## config.mk

```make
export PLATFORM = sky130hd
export DESIGN_NAME = usb_tx_encoder
export DESIGN_NICKNAME = d
export VERILOG_FILES = /design/src/rtl/usb_tx_encoder.sv
export SDC_FILE = /design/constraint.sdc
export NUM_CORES = 1
export LEC_CHECK = 0
export CAP_MARGIN = 20
export CORE_MARGIN = 4
export CORE_UTILIZATION = 55
export CTS_BUF_LIST = sky130_fd_sc_hd__clkbuf_2
export CTS_CLUSTER_SIZE = 28
export DETAILED_ROUTE_END_ITERATION = 10
export PLACE_DENSITY = 0.84
export REMOVE_ABC_BUFFERS = 1
export SLEW_MARGIN = 20
export SYNTH_ARGS = -nofsm -noshare
export SYNTH_HDL_FRONTEND = slang
export SYNTH_SLANG_ARGS = --single-unit
```

## constraint.sdc

```tcl
create_clock -name clk -period 2.74 [get_ports clk]
set_input_delay 0.274 -clock clk [delete_from_list [all_inputs] [get_ports clk]]
set_output_delay 0.274 -clock clk [all_outputs]
set_load 0.005 [all_outputs]
```

## src/rtl/usb_tx_encoder.sv

```systemverilog
// -----------------------------------------------------------------------------
// usb_tx_encoder
//   USB full-speed transmit encoder. Takes packet bytes from the packet/CRC
//   generator, serialises them LSB-first behind an (optionally generated)
//   SYNC field, inserts stuff bits after six consecutive ones, NRZI-encodes
//   the stream and finishes every packet with an EOP (SE0, SE0, J).
//
//   Optional feature macro: USB_TX_SYNC_GEN_EN
//     defined   : the encoder emits SYNC (0x80) itself in a dedicated state.
//     undefined : no SYNC state; the caller sends 0x80 as byte 0 and the first
//                 accepted byte is driven on the line at the accepting edge.
//
//   Ports
//     clk       system clock
//     n_rst     synchronous active-low reset
//     tx_data   byte to send, bit 0 goes on the bus first
//     tx_valid  tx_data/tx_last are valid
//     tx_last   accepted byte is the final byte of the packet
//     tx_ready  encoder can accept a byte this cycle
//     d_plus    bus D+ (registered)
//     d_minus   bus D- (registered)
//     tx_busy   high while a packet is in flight (state != IDLE)
//     tx_done   one-cycle pulse on normal packet completion
//     tx_err    one-cycle pulse when a packet is aborted by underrun
//
//   Handshake: a byte is transferred on every rising clk edge where
//   tx_valid && tx_ready. tx_ready depends only on registered state, never on
//   tx_valid; the source holds tx_data/tx_last stable while tx_valid is high
//   and tx_ready is low.
//
//   The FSM state is kept in the enum signal "state" for hierarchical probing.
// -----------------------------------------------------------------------------
module usb_tx_encoder #(
  parameter int CLKS_PER_BIT = 8
) (
  input  logic       clk,
  input  logic       n_rst,
  input  logic [7:0] tx_data,
  input  logic       tx_valid,
  input  logic       tx_last,
  output logic       tx_ready,
  output logic       d_plus,
  output logic       d_minus,
  output logic       tx_busy,
  output logic       tx_done,
  output logic       tx_err
);

`ifdef USB_TX_SYNC_GEN_EN
  typedef enum logic [2:0] {
    S_IDLE = 3'd0, S_SYNC = 3'd1, S_DATA = 3'd2, S_EOP_SE0 = 3'd3, S_EOP_J = 3'd4
  } state_t;
  localparam logic [7:0] SYNC_BYTE = 8'h80;
`else
  typedef enum logic [2:0] {
    S_IDLE = 3'd0, S_DATA = 3'd2, S_EOP_SE0 = 3'd3, S_EOP_J = 3'd4
  } state_t;
`endif

  localparam logic [7:0] BIT_LAST = 8'(CLKS_PER_BIT - 1);

  state_t     state, state_n;
  logic [7:0] bit_cnt, bit_cnt_n;
  logic [7:0] shreg, shreg_n;        // data bits still to go, bit 0 next
  logic [3:0] bits_left, bits_left_n;
  logic [2:0] ones_cnt, ones_cnt_n;  // consecutive ones on the wire, incl. current bit
  logic [7:0] buf_data, buf_data_n;
  logic       buf_full, buf_full_n;
  logic       last_seen, last_seen_n;
  logic       aborted, aborted_n;
  logic       se0_second, se0_second_n;
  logic       d_plus_n, d_minus_n, tx_done_n, tx_err_n;

  logic       bit_strobe, accept;
  logic       launch, launch_fresh;
  logic [7:0] launch_src;

  assign bit_strobe = (state != S_IDLE) && (bit_cnt == BIT_LAST);
  assign tx_ready   = !buf_full && !last_seen && (state != S_EOP_SE0) && (state != S_EOP_J);
  assign accept     = tx_valid && tx_ready;
  assign tx_busy    = (state != S_IDLE);

  always_comb begin
    state_n      = state;
    bit_cnt_n    = bit_cnt;
    shreg_n      = shreg;
    bits_left_n  = bits_left;
    ones_cnt_n   = ones_cnt;
    buf_data_n   = buf_data;
    buf_full_n   = buf_full;
    last_seen_n  = last_seen;
    aborted_n    = aborted;
    se0_second_n = se0_second;
    d_plus_n     = d_plus;
    d_minus_n    = d_minus;
    tx_done_n    = 1'b0;
    tx_err_n     = 1'b0;
    launch       = 1'b0;
    launch_fresh = 1'b0;
    launch_src   = shreg;

    if (state != S_IDLE) bit_cnt_n = bit_strobe ? 8'd0 : bit_cnt + 8'd1;

    if (accept) begin
      buf_data_n = tx_data;
      buf_full_n = 1'b1;
      if (tx_last) last_seen_n = 1'b1;
    end

    case (state)
      S_IDLE: begin
        if (accept) begin
          // First symbol goes out on this very edge; the timer restarts here.
          bit_cnt_n    = 8'd0;
          launch       = 1'b1;
          launch_fresh = 1'b1;
`ifdef USB_TX_SYNC_GEN_EN
          state_n      = S_SYNC;
          launch_src   = SYNC_BYTE;
`else
          state_n      = S_DATA;
          launch_src   = tx_data;
          buf_full_n   = 1'b0;
`endif
        end
      end
`ifdef USB_TX_SYNC_GEN_EN
      S_SYNC,
`endif
      S_DATA: begin
        if (bit_strobe) begin
          if (ones_cnt == 3'd6) begin
            // Stuffed zero: toggle without consuming a data bit.
            d_plus_n   = ~d_plus;
            d_minus_n  = ~d_minus;
            ones_cnt_n = 3'd0;
          end else if (bits_left != 4'd0) begin
            launch = 1'b1;
          end else if (buf_full) begin
            launch       = 1'b1;
            launch_fresh = 1'b1;
            launch_src   = buf_data;
            buf_full_n   = 1'b0;
            state_n      = S_DATA;
          end else if (accept) begin
            // Byte arriving on the exact edge it is needed: pass it straight
            // through rather than calling it an underrun.
            launch       = 1'b1;
            launch_fresh = 1'b1;
            launch_src   = tx_data;
            buf_full_n   = 1'b0;
          end else begin
            state_n      = S_EOP_SE0;
            d_plus_n     = 1'b0;
            d_minus_n    = 1'b0;
            se0_second_n = 1'b0;
            if (!last_seen) begin
              tx_err_n  = 1'b1;
              aborted_n = 1'b1;
            end
          end
        end
      end
      S_EOP_SE0: begin
        if (bit_strobe) begin
          if (se0_second) begin
            state_n   = S_EOP_J;
            d_plus_n  = 1'b1;
            d_minus_n = 1'b0;
          end else begin
            se0_second_n = 1'b1;
          end
        end
      end
      S_EOP_J: begin
        if (bit_strobe) begin
          state_n      = S_IDLE;
          tx_done_n    = !aborted;
          last_seen_n  = 1'b0;
          aborted_n    = 1'b0;
          ones_cnt_n   = 3'd0;
          se0_second_n = 1'b0;
          buf_full_n   = 1'b0;
        end
      end
      default: state_n = S_IDLE;
    endcase

    // Put bit 0 of launch_src on the wire: NRZI toggles on 0, holds on 1.
    if (launch) begin
      shreg_n     = {1'b0, launch_src[7:1]};
      bits_left_n = launch_fresh ? 4'd7 : bits_left - 4'd1;
      if (launch_src[0]) begin
        ones_cnt_n = ones_cnt + 3'd1;
      end else begin
        ones_cnt_n = 3'd0;
        d_plus_n   = ~d_plus;
        d_minus_n  = ~d_minus;
      end
    end
  end

  always_ff @(posedge clk) begin
    if (!n_rst) begin
      state      <= S_IDLE;
      bit_cnt    <= 8'd0;
      shreg      <= 8'd0;
      bits_left  <= 4'd0;
      ones_cnt   <= 3'd0;
      buf_data   <= 8'd0;
      buf_full   <= 1'b0;
      last_seen  <= 1'b0;
      aborted    <= 1'b0;
      se0_second <= 1'b0;
      d_plus     <= 1'b1;
      d_minus    <= 1'b0;
      tx_done    <= 1'b0;
      tx_err     <= 1'b0;
    end else begin
      state      <= state_n;
      bit_cnt    <= bit_cnt_n;
      shreg      <= shreg_n;
      bits_left  <= bits_left_n;
      ones_cnt   <= ones_cnt_n;
      buf_data   <= buf_data_n;
      buf_full   <= buf_full_n;
      last_seen  <= last_seen_n;
      aborted    <= aborted_n;
      se0_second <= se0_second_n;
      d_plus     <= d_plus_n;
      d_minus    <= d_minus_n;
      tx_done    <= tx_done_n;
      tx_err     <= tx_err_n;
    end
  end

endmodule
```

**After elaboration in Yosys (flattened, before gate mapping)**

Index checks and enable logic that the tools add are counted.

- $add $sub $neg: 3
- Equality and inequality tests: 21
- Multiplexer cells: 84
- Bitwise gates (word level): 5
- Reduce and logical (&&, ||, !) cells: 20

Operators with widths:

| kind | count |
|---|---|
| 8-bit 2-to-1 mux | 9 |
| 1-bit 2-to-1 mux | 51 |
| 3-bit 2-to-1 mux | 13 |
| 8-bit AND reduction | 3 |
| 2-bit inequality test, second input constant | 10 |
| 8-bit one-hot mux with 2 select lines | 1 |
| 3-bit inequality test, second input constant | 5 |
| 3-bit one-hot mux with 4 select lines | 1 |
| 1-bit one-hot mux with 2 select lines | 5 |
| 3-bit nonzero test | 3 |
| 8-bit by 1-bit adder with 8-bit output, second input constant | 1 |
| 8-bit by 3-bit == test with 1-bit output, second input constant | 1 |
| 7-bit OR reduction | 1 |
| 3-bit by 2-bit == test with 1-bit output, second input constant | 2 |
| 3-bit == test, second input constant | 2 |
| 1-bit one-hot mux with 3 select lines | 2 |
| 3-bit one-hot mux with 2 select lines | 1 |
| 1-bit logical AND | 5 |
| 1-bit NOT | 5 |
| 4-bit 2-to-1 mux | 1 |
| 4-bit AND reduction | 1 |
| 4-bit nonzero test | 1 |
| 4-bit by 1-bit subtractor with 4-bit output, second input constant | 1 |
| 3-bit by 1-bit adder with 3-bit output, second input constant | 1 |
| 5 further kinds | 7 |

- Register bits: 41
- Word-level logic and storage cells: 147

**Logic depth before layout (Yosys ltp)**

Gate-level depths: netlist of run 1.

- Word-level depth: 13
- Mapped depth: 9

**Worst setup path before layout of run 1**

Ideal clock, no wire load.

- Path type: reg2reg
- Start point: register bits_left[0]
- End point: register d_minus
- Arrival time: 1948 ps
- Path slack: 669 ps
- Stages on the path, launching flop included: 9
- Buffers on the path: 0
- Period minus slack after synthesis: 2071 ps
- Cell sequence: dfxtp_1 inv_1 ha_1 or3b_1 nor2_2 a21oi_1 a211o_1 nor3_1 mux2_1

- Word-level cells in the longest chain between the ends: 7

Ends and longest elaborated chain:

| item | RTL line | text |
|---|---|---|
| from (decl) | 65 | `logic [3:0] bits_left, bits_left_n;` |
| from (signal assigned) | 223 | `bits_left <= bits_left_n;` |
| 4-bit nonzero test (*) | 137 | `end else if (bits_left != 4'd0) begin` |
| 1-bit 2-to-1 mux or 8-bit 2-to-1 mux (tied branches) | 137 |  |
| 1-bit 2-to-1 mux or 8-bit 2-to-1 mux (tied branches) | 132 | `if (ones_cnt == 3'd6) begin` |
| 1-bit 2-to-1 mux or 8-bit 2-to-1 mux (tied branches) | 131 | `if (bit_strobe) begin` |
| 1-bit one-hot mux with 2 select lines or 8-bit one-hot mux with 2 select lines (tied branches) | 110 | `case (state)` |
| 1-bit 2-to-1 mux | 193 | `if (launch_src[0]) begin` |
| 1-bit 2-to-1 mux (*) | 190 | `if (launch) begin` |
| to (signal assigned) | 231 | `d_minus <= d_minus_n;` |
| to (decl) | 43 | `output logic d_minus,` |

Mark *: on every way between the ends. The rest lies on a longest branch, timed or not.
A chain may end at the register's enable or synchronous reset.

**Final worst setup path of run 1**

- Start point: register bit_cnt[0]
- End point: register shreg[0]

- Word-level cells in the longest chain between the ends: 4

Ends and longest elaborated chain:

| item | RTL line | text |
|---|---|---|
| from (decl) | 63 | `logic [7:0] bit_cnt, bit_cnt_n;` |
| from (signal assigned) | 221 | `bit_cnt <= bit_cnt_n;` |
| 8-bit by 3-bit == test with 1-bit output (*) | 78 | `assign bit_strobe = (state != S_IDLE) && (bit_cnt == BIT_LAST);` |
| 1-bit logical AND (*) | 78 |  |
| 8-bit 2-to-1 mux or 1-bit 2-to-1 mux (tied branches) | 131 |  |
| 8-bit one-hot mux with 2 select lines or 1-bit one-hot mux with 2 select lines (tied branches) | 110 |  |
| to (signal assigned) | 222 | `shreg <= shreg_n;` |
| to (decl) | 64 | `logic [7:0] shreg, shreg_n;` |

Marks and branches as above.

==> results.tsv, run 1 <==
metric	value	unit
outcome	complete, no violations	
cts.path.max_buffers	2	
cts_root_buf	clkbuf_2	
floorplan.initialDensity	57.61	%
h-tree-depth	2	
ys_ff_latch	41	
ys_types	70	
dp_slack	0.3068	ns
grt_pass1_vias	1818	
grt_start_max_net_pins	18	
fin_skew	0.01351	ns
antenna_left	0	
vdd_drop_max	0.0003105	V
critPathLaunchType	register	
dieWidth	72.96	um
slew_headroom	60.43	%
power.leakage	0.0009369	uW
cts_resized	0	
drt_pass1_iterations	4	
vias	2012	
wl	5045	um
layout_common_cells	dfxtp_1, nand2_1, nor2_1	
gp_congestion	0.9615	
synth_edf_count	0	
async_flop_share	0	%
grt_usage	20.16	%
synth.top_cell.area_share	35.36	%
netlist_area	0.002321	mm2
die_y	72.96	um
antenna_found_initial	0	
ys.warnings.count	0	
crit_family	simple AND/OR/NAND/NOR gates	
nNetsFinal	302	
synth-seq-area-share	35.36	%
post_synth.cell_area_avg	8.596	um2
finalCriticalPeriod	2.405	ns
n_antenna_cell	0	
synth-main-ff-cell	dfxtp_1	
worstPathArrival	2.79	ns
max_freq	415.9	MHz
rsz0062_at_grt	false	
synth_area_leaders	dfxtp_1, nand2_1, a21oi_1	
power_density	589.0	mW/mm2
met1_length	2354	um
cts-hold-fix-buffers	0	
cp.required	3.13	ns
grt_pass1_wl	8452	um
hold_class	in -> reg	
routed.top_layer	met4	
grt_overflow	0	
worstMarginPinSlew	0.5886	ns
clk_latency	0.42	ns
route.detailed.drc	0	
crit_type	reg -> reg	
crit_path_max_incr_delay	0.62	ns
io_buffers	17	
fin_ws	0.3353	ns
fp.dieArea	0.005323	mm2
areaGrowthSynthToFinish	9.380	%
cp_max_fo	10	
layout.cells.most_common	dfxtp_1	
cts_setup_buffers	0	
yosysTopAreaCell	dfxtp_1	
synthCells	270	
max-cap-violations	0	
p_total	1495	uW
via_per_inst	5.988	
path_cells	ha_1 -> and4bb_1 -> nand2_1 -> nor4_2 -> a21boi_0 -> o221ai_1 -> o211a_1	
clock_sinks	41	
drt-initial-drc-count	166	
wl_met3	307	um
wl_met2	2306	um
final_layout_size_suffix_gt1_share	12.59	%
critPathCaptureType	register	
period_share	87.76	%
cp_slowest_cell	nor4_2	
io-pin-count	18	
worst-path-buf-inv	0	
cts_tree	built	
clk_pin_slew	0.22	ns
rows	23	
wire_per_inst	15.01	um
cts_buffers	5	
slew_viol_final	0	
hold_viol_final	0	
fp.coreArea	0.004029	mm2
finalSetupViolCount	0	
setup-tns-final	0	ns
place_hpwl	3672	um
[cell families after synthesis]
kind of cell | share of synthesized area [%]
and+or+nand+nor | 25.07
muxes | 1.348
DFF | 35.36
xor gates and xnor gates | 2.642
AOI/OAI and AO/OA | 26.52
adders and majority gates | 2.695
buffers and inverters | 6.361
[worst paths after layout]
kind | from | endpoint | slack (ns) | depth (start not counted)
worst max-delay path | bit_cnt[0] | shreg[0] | 0.34 | 7
worst min register to register | aborted | tx_done | 0.46 | 1
worst max register to register | bit_cnt[0] | shreg[0] | 0.34 | 7
worst min-delay path | tx_data[4] | buf_data[4] | 0.39 | 3
[registers in the layout, summed over array words and instances (netlist names)]
name,count
tx_done,1
buf_data,8
buf_full,1
bit_cnt,8
tx_err,1
aborted,1
d_minus,1
state,3
shreg,7
d_plus,1
se0_second,1
bits_left,4
last_seen,1
ones_cnt,3
[cell type report]
cell class	count	area, um2
fill	355	1490
multi-input combinational	203	1353
sequential	41	820.8
timing repair buffer	24	222.7
tap	50	62.56
inverter	10	37.54
clock buffer	5	25.02
clock inverter	3	17.52
[metal layers]
layer | global-route usage [%] | vias up
li1 | - | 1008
met1 | 26.62 | 939
met2 | 31.76 | 56
met3 | 4.821 | 9
met4 | 7.787 | 0
met5 | 0 | -
[report_power, final]
| group | switching, uW | total [uW] | internal, uW |
|---|---|---|---|
| registers | 62.1 | 721 | 659 |
| clock network | 211 | 271 | 59.4 |
| logic | 276 | 503 | 228 |
| total | 549 | 1500 | 946 |
[synth_stat cells (all sizes together), types with 3 or more instances]
| library cell | count |
|---|---|
| nor2 | 26 |
| and2 | 3 |
| a31oi | 3 |
| buf | 11 |
| dfxtp | 41 |
| o21ai | 17 |
| nand3 | 7 |
| or3b | 3 |
| o31a | 3 |
| inv | 10 |
| nor4 | 3 |
| nand2 | 32 |
| nor2b | 3 |
| a21oi | 21 |
| ha | 5 |
| clkbuf | 5 |
| a32oi | 4 |
| a211oi | 3 |
| nand3b | 3 |
| nor3 | 10 |
| a21boi | 4 |
| a22o | 3 |
| xnor2 | 4 |
| xor2 | 3 |
| or2 | 3 |
[per-stage QoR]
step                      hold WS [ns]  instance area (um2)  cells  util [%]
after floorplan                 0.3895                 2211    254         -
after global placement          0.4117                 2496    328     61.96
after detailed placement        0.4264                 2496    328     61.96
after CTS                       0.3843                 2539    336     63.01
after global routing            0.3809                 2539    336     63.01
final                           0.3872                 2539    336     63.01
[tightest hold or removal path, cell delays in order]
cell and delay (ns):
clkdlybuf4s50_1 0.40, nand2_1 0.07, a21oi_1 0.05
(Power assumes the default switching activity.)
==> run 2, diff against run 1 <==
--- a/config.mk
+++ b/config.mk
@@ -9,7 +9,7 @@
 export CORE_MARGIN = 4
 export CORE_UTILIZATION = 55
 export CTS_BUF_LIST = sky130_fd_sc_hd__clkbuf_2
-export CTS_CLUSTER_SIZE = 28
+export CTS_CLUSTER_SIZE = 30
 export DETAILED_ROUTE_END_ITERATION = 10
 export PLACE_DENSITY = 0.84
 export REMOVE_ABC_BUFFERS = 1
==> results of run 2 <==
No change in the layout: final DEF, timing and power equal those of run 1.
==> run 3, diff against run 2 <==
--- a/config.mk
+++ b/config.mk
@@ -5,13 +5,14 @@
 export SDC_FILE = /design/constraint.sdc
 export NUM_CORES = 1
 export LEC_CHECK = 0
+export ABC_AREA = 1
 export CAP_MARGIN = 20
-export CORE_MARGIN = 4
 export CORE_UTILIZATION = 55
 export CTS_BUF_LIST = sky130_fd_sc_hd__clkbuf_2
 export CTS_CLUSTER_SIZE = 30
 export DETAILED_ROUTE_END_ITERATION = 10
 export PLACE_DENSITY = 0.84
+export RECOVER_POWER = 25
 export REMOVE_ABC_BUFFERS = 1
 export SLEW_MARGIN = 20
 export SYNTH_ARGS = -nofsm -noshare
==> run 3 against run 2 <==
Compared with the run above:
- combinational power increased by 110%
- die area decreased by 21%
- core utilization increased by 2.1 points
- critical path depth decreased by 4
- critical path type is now reg -> out
==> results.tsv, run 3 <==
metric	value	unit	change
fp.dieArea	0.004204	mm2	-21%
via_per_inst	5.418		-9.5%
fp.coreArea	0.003716	mm2	-7.8%
cp.required	2.47	ns	-0.66 ns
crit_path_max_incr_delay	0.59	ns	-0.03 ns
dieWidth	64.84	um	-11%
worstMarginPinSlew	0.6587	ns	+0.07011 ns
grt_pass1_wl	8266	um	-2.2%
crit_type	reg -> out		
cts_buffers	5		unchanged
synth.most_common_cell	nand2_1		
antenna_found_initial	0		unchanged
power.leakage	0.001022	uW	+9.1%
slew_viol_final	0		unchanged
synth.top_cell.area_share	37.79	%	+2.4 points
grt_overflow	0		unchanged
cts_setup_buffers	0		unchanged
layout_common_cells	nand2_1, dfxtp_1, nor2_1		
critPathLaunchType	register		
route.detailed.drc	0		unchanged
hold_viol_final	0		unchanged
place_hpwl	3377	um	-8.0%
slew_headroom	56.04	%	-4.4 points
nNetsFinal	344		+14%
critPathCaptureType	output pin		
n_antenna_cell	0		unchanged
ys.warnings.count	0		unchanged
vias	2037		+1.2%
synth_edf_count	0		unchanged
cp_max_fo	13		+3
synth-seq-area-share	37.79	%	+2.4 points
crit_family	buffers and inverters		
wire_per_inst	12.42	um	-17%
yosysTopAreaCell	dfxtp_1		
worst-path-buf-inv	2		+2
cp_slowest_cell	clkdlybuf4s50_1		
fin_skew	0.01982	ns	+0.006311 ns
grt_start_max_net_pins	26		+8
finalSetupViolCount	0		unchanged
outcome	complete, no violations		
power_density	952.3	mW/mm2	+62%
synthCells	311		+15%
period_share	81.97	%	-5.8 points
setup-tns-final	0	ns	unchanged
io_buffers	17		unchanged
max_freq	445.2	MHz	+7.1%
path_cells	inv_1 -> nand2_1 -> clkdlybuf4s50_1		
grt_usage	25.30	%	+5.1 points
rsz0062_at_grt	false		
cts_resized	0		unchanged
rows	22		-4.3%
gp_congestion	0.8890		-7.5%
rrSetupSlack	0.51	ns	+0.17 ns
grt_pass1_vias	1869		+2.8%
drt_pass1_iterations	5		+1
synth_area_leaders	dfxtp_1, nand2_1, a21oi_1		
finalCriticalPeriod	2.246	ns	-0.1587 ns
max-cap-violations	0		unchanged
io-pin-count	18		unchanged
synth-main-ff-cell	dfxtp_1		
hold_class	in -> reg		
final_util	65.15	%	+2.1 points
synthTopCellsByCount	nand2_1, dfxtp_1, nor2_1, inv_1, a21oi_1		
h-tree-depth	2		unchanged
largest_registers	bit_cnt: 8 flops, buf_data: 8 flops, shreg: 7 flops		
ys_ff_latch	41		unchanged
worstPathArrival	1.97	ns	-0.82 ns
die_y	64.84	um	-11%
cts-hold-fix-buffers	0		unchanged
clk_latency	0.41	ns	about the same
final_layout_size_suffix_gt1_share	7.317	%	-5.3 points
ys_types	35		-50%
layout.cells.most_common	nand2_1		
wl	4669	um	-7.5%
antenna_left	0		unchanged
drt-initial-drc-count	149		-10%
post_synth.cell_area_avg	6.984	um2	-19%
floorplan.initialDensity	58.45	%	+0.84 points
areaGrowthSynthToFinish	11.46	%	
cts_root_buf	clkbuf_2		
async_flop_share	0	%	unchanged
cts.path.max_buffers	2		unchanged
netlist_area	0.002172	mm2	-6.4%
vdd_drop_max	0.0004911	V	+58%
cts_tree	built		
clk_pin_slew	0.22	ns	about the same
clock_sinks	41		unchanged
## run 3: changes by cell type after synthesis, sizes merged, moves of 4 or more
cell	previous run	this run
nor3	10	3
buf	11	5
nand4	2	7
nor2	26	41
inv	10	38
nand2	32	64
a32oi	4	0
o21bai	0	4
nand3	7	26
a21oi	21	33
## run 3: logic make-up after synthesis
| kind of cell | synth area share (%) |
|---|---|
| XOR/XNOR | 0.8066 |
| buffers and inverters | 8.755 |
| adder cells (fa/ha/maj) | 2.880 |
| AO/OA/AOI/OAI | 19.07 |
| AND/OR/NAND/NOR | 30.70 |
| flip-flops | 37.79 |
## run 3: metrics by stage
| stage | cell area [um2] | hold WS, ns | cells | total power (uW) | worst slack, ns |
|---|---|---|---|---|---|
| floorplan | 2125 | 0.3581 | 302 | 1657 | 0.9952 |
| global placement | 2362 | 0.4111 | 368 | 1924 | 0.6538 |
| detailed placement | 2362 | 0.4111 | 368 | 1949 | 0.6008 |
| CTS | 2426 | 0.4220 | 376 | 2305 | 0.6084 |
| global route | 2421 | 0.3966 | 376 | 2520 | 0.2507 |
| finish | 2421 | 0.4261 | 376 | 2306 | 0.4940 |
## run 3: final cells by class
type                            instances  area [um2]
Fill cell                             351        1295
Multi-Input combinational cell        223        1156
Sequential cell                        41       820.8
Timing Repair Buffer                   18       177.7
Inverter                               38       142.6
Tap cell                               48       60.06
Clock inverter                          2       33.78
Clock buffer                            6       30.03
## run 3: where the power goes
part | switching, uW | total (uW) | internal, uW
clock | 203 | 359 | 156
combinational | 692 | 1070 | 379
sequential | 132 | 875 | 744
total | 1030 | 2310 | 1280
## run 3: path summary, 6_finish.rpt
| check | from | end | depth (start not counted) |
|---|---|---|---|
| worst max-delay path | state[1] | tx_busy | 3 |
| worst max register to register | state[1] | bits_left[2] | 9 |
| worst min-delay path | tx_data[1] | buf_data[1] | 3 |
| worst min register to register | aborted | tx_done | 1 |
## run 3: worst reg2reg max path: stages, from the launching register on
cell	delay [ns]
dfxtp_1	0.50
inv_1	0.12
nand2_1	0.37
nand2_2	0.23
nor2_2	0.18
nand3_2	0.11
nand2_4	0.21
nand2_1	0.10
or2_0	0.21
a21oi_1	0.16
## run 3: layer usage
metal  GRT usage, %  wire length (um)
met5              0                 0
met2          40.63              2136
met3          6.514               236
met1          32.65              2241
met4          8.333                54
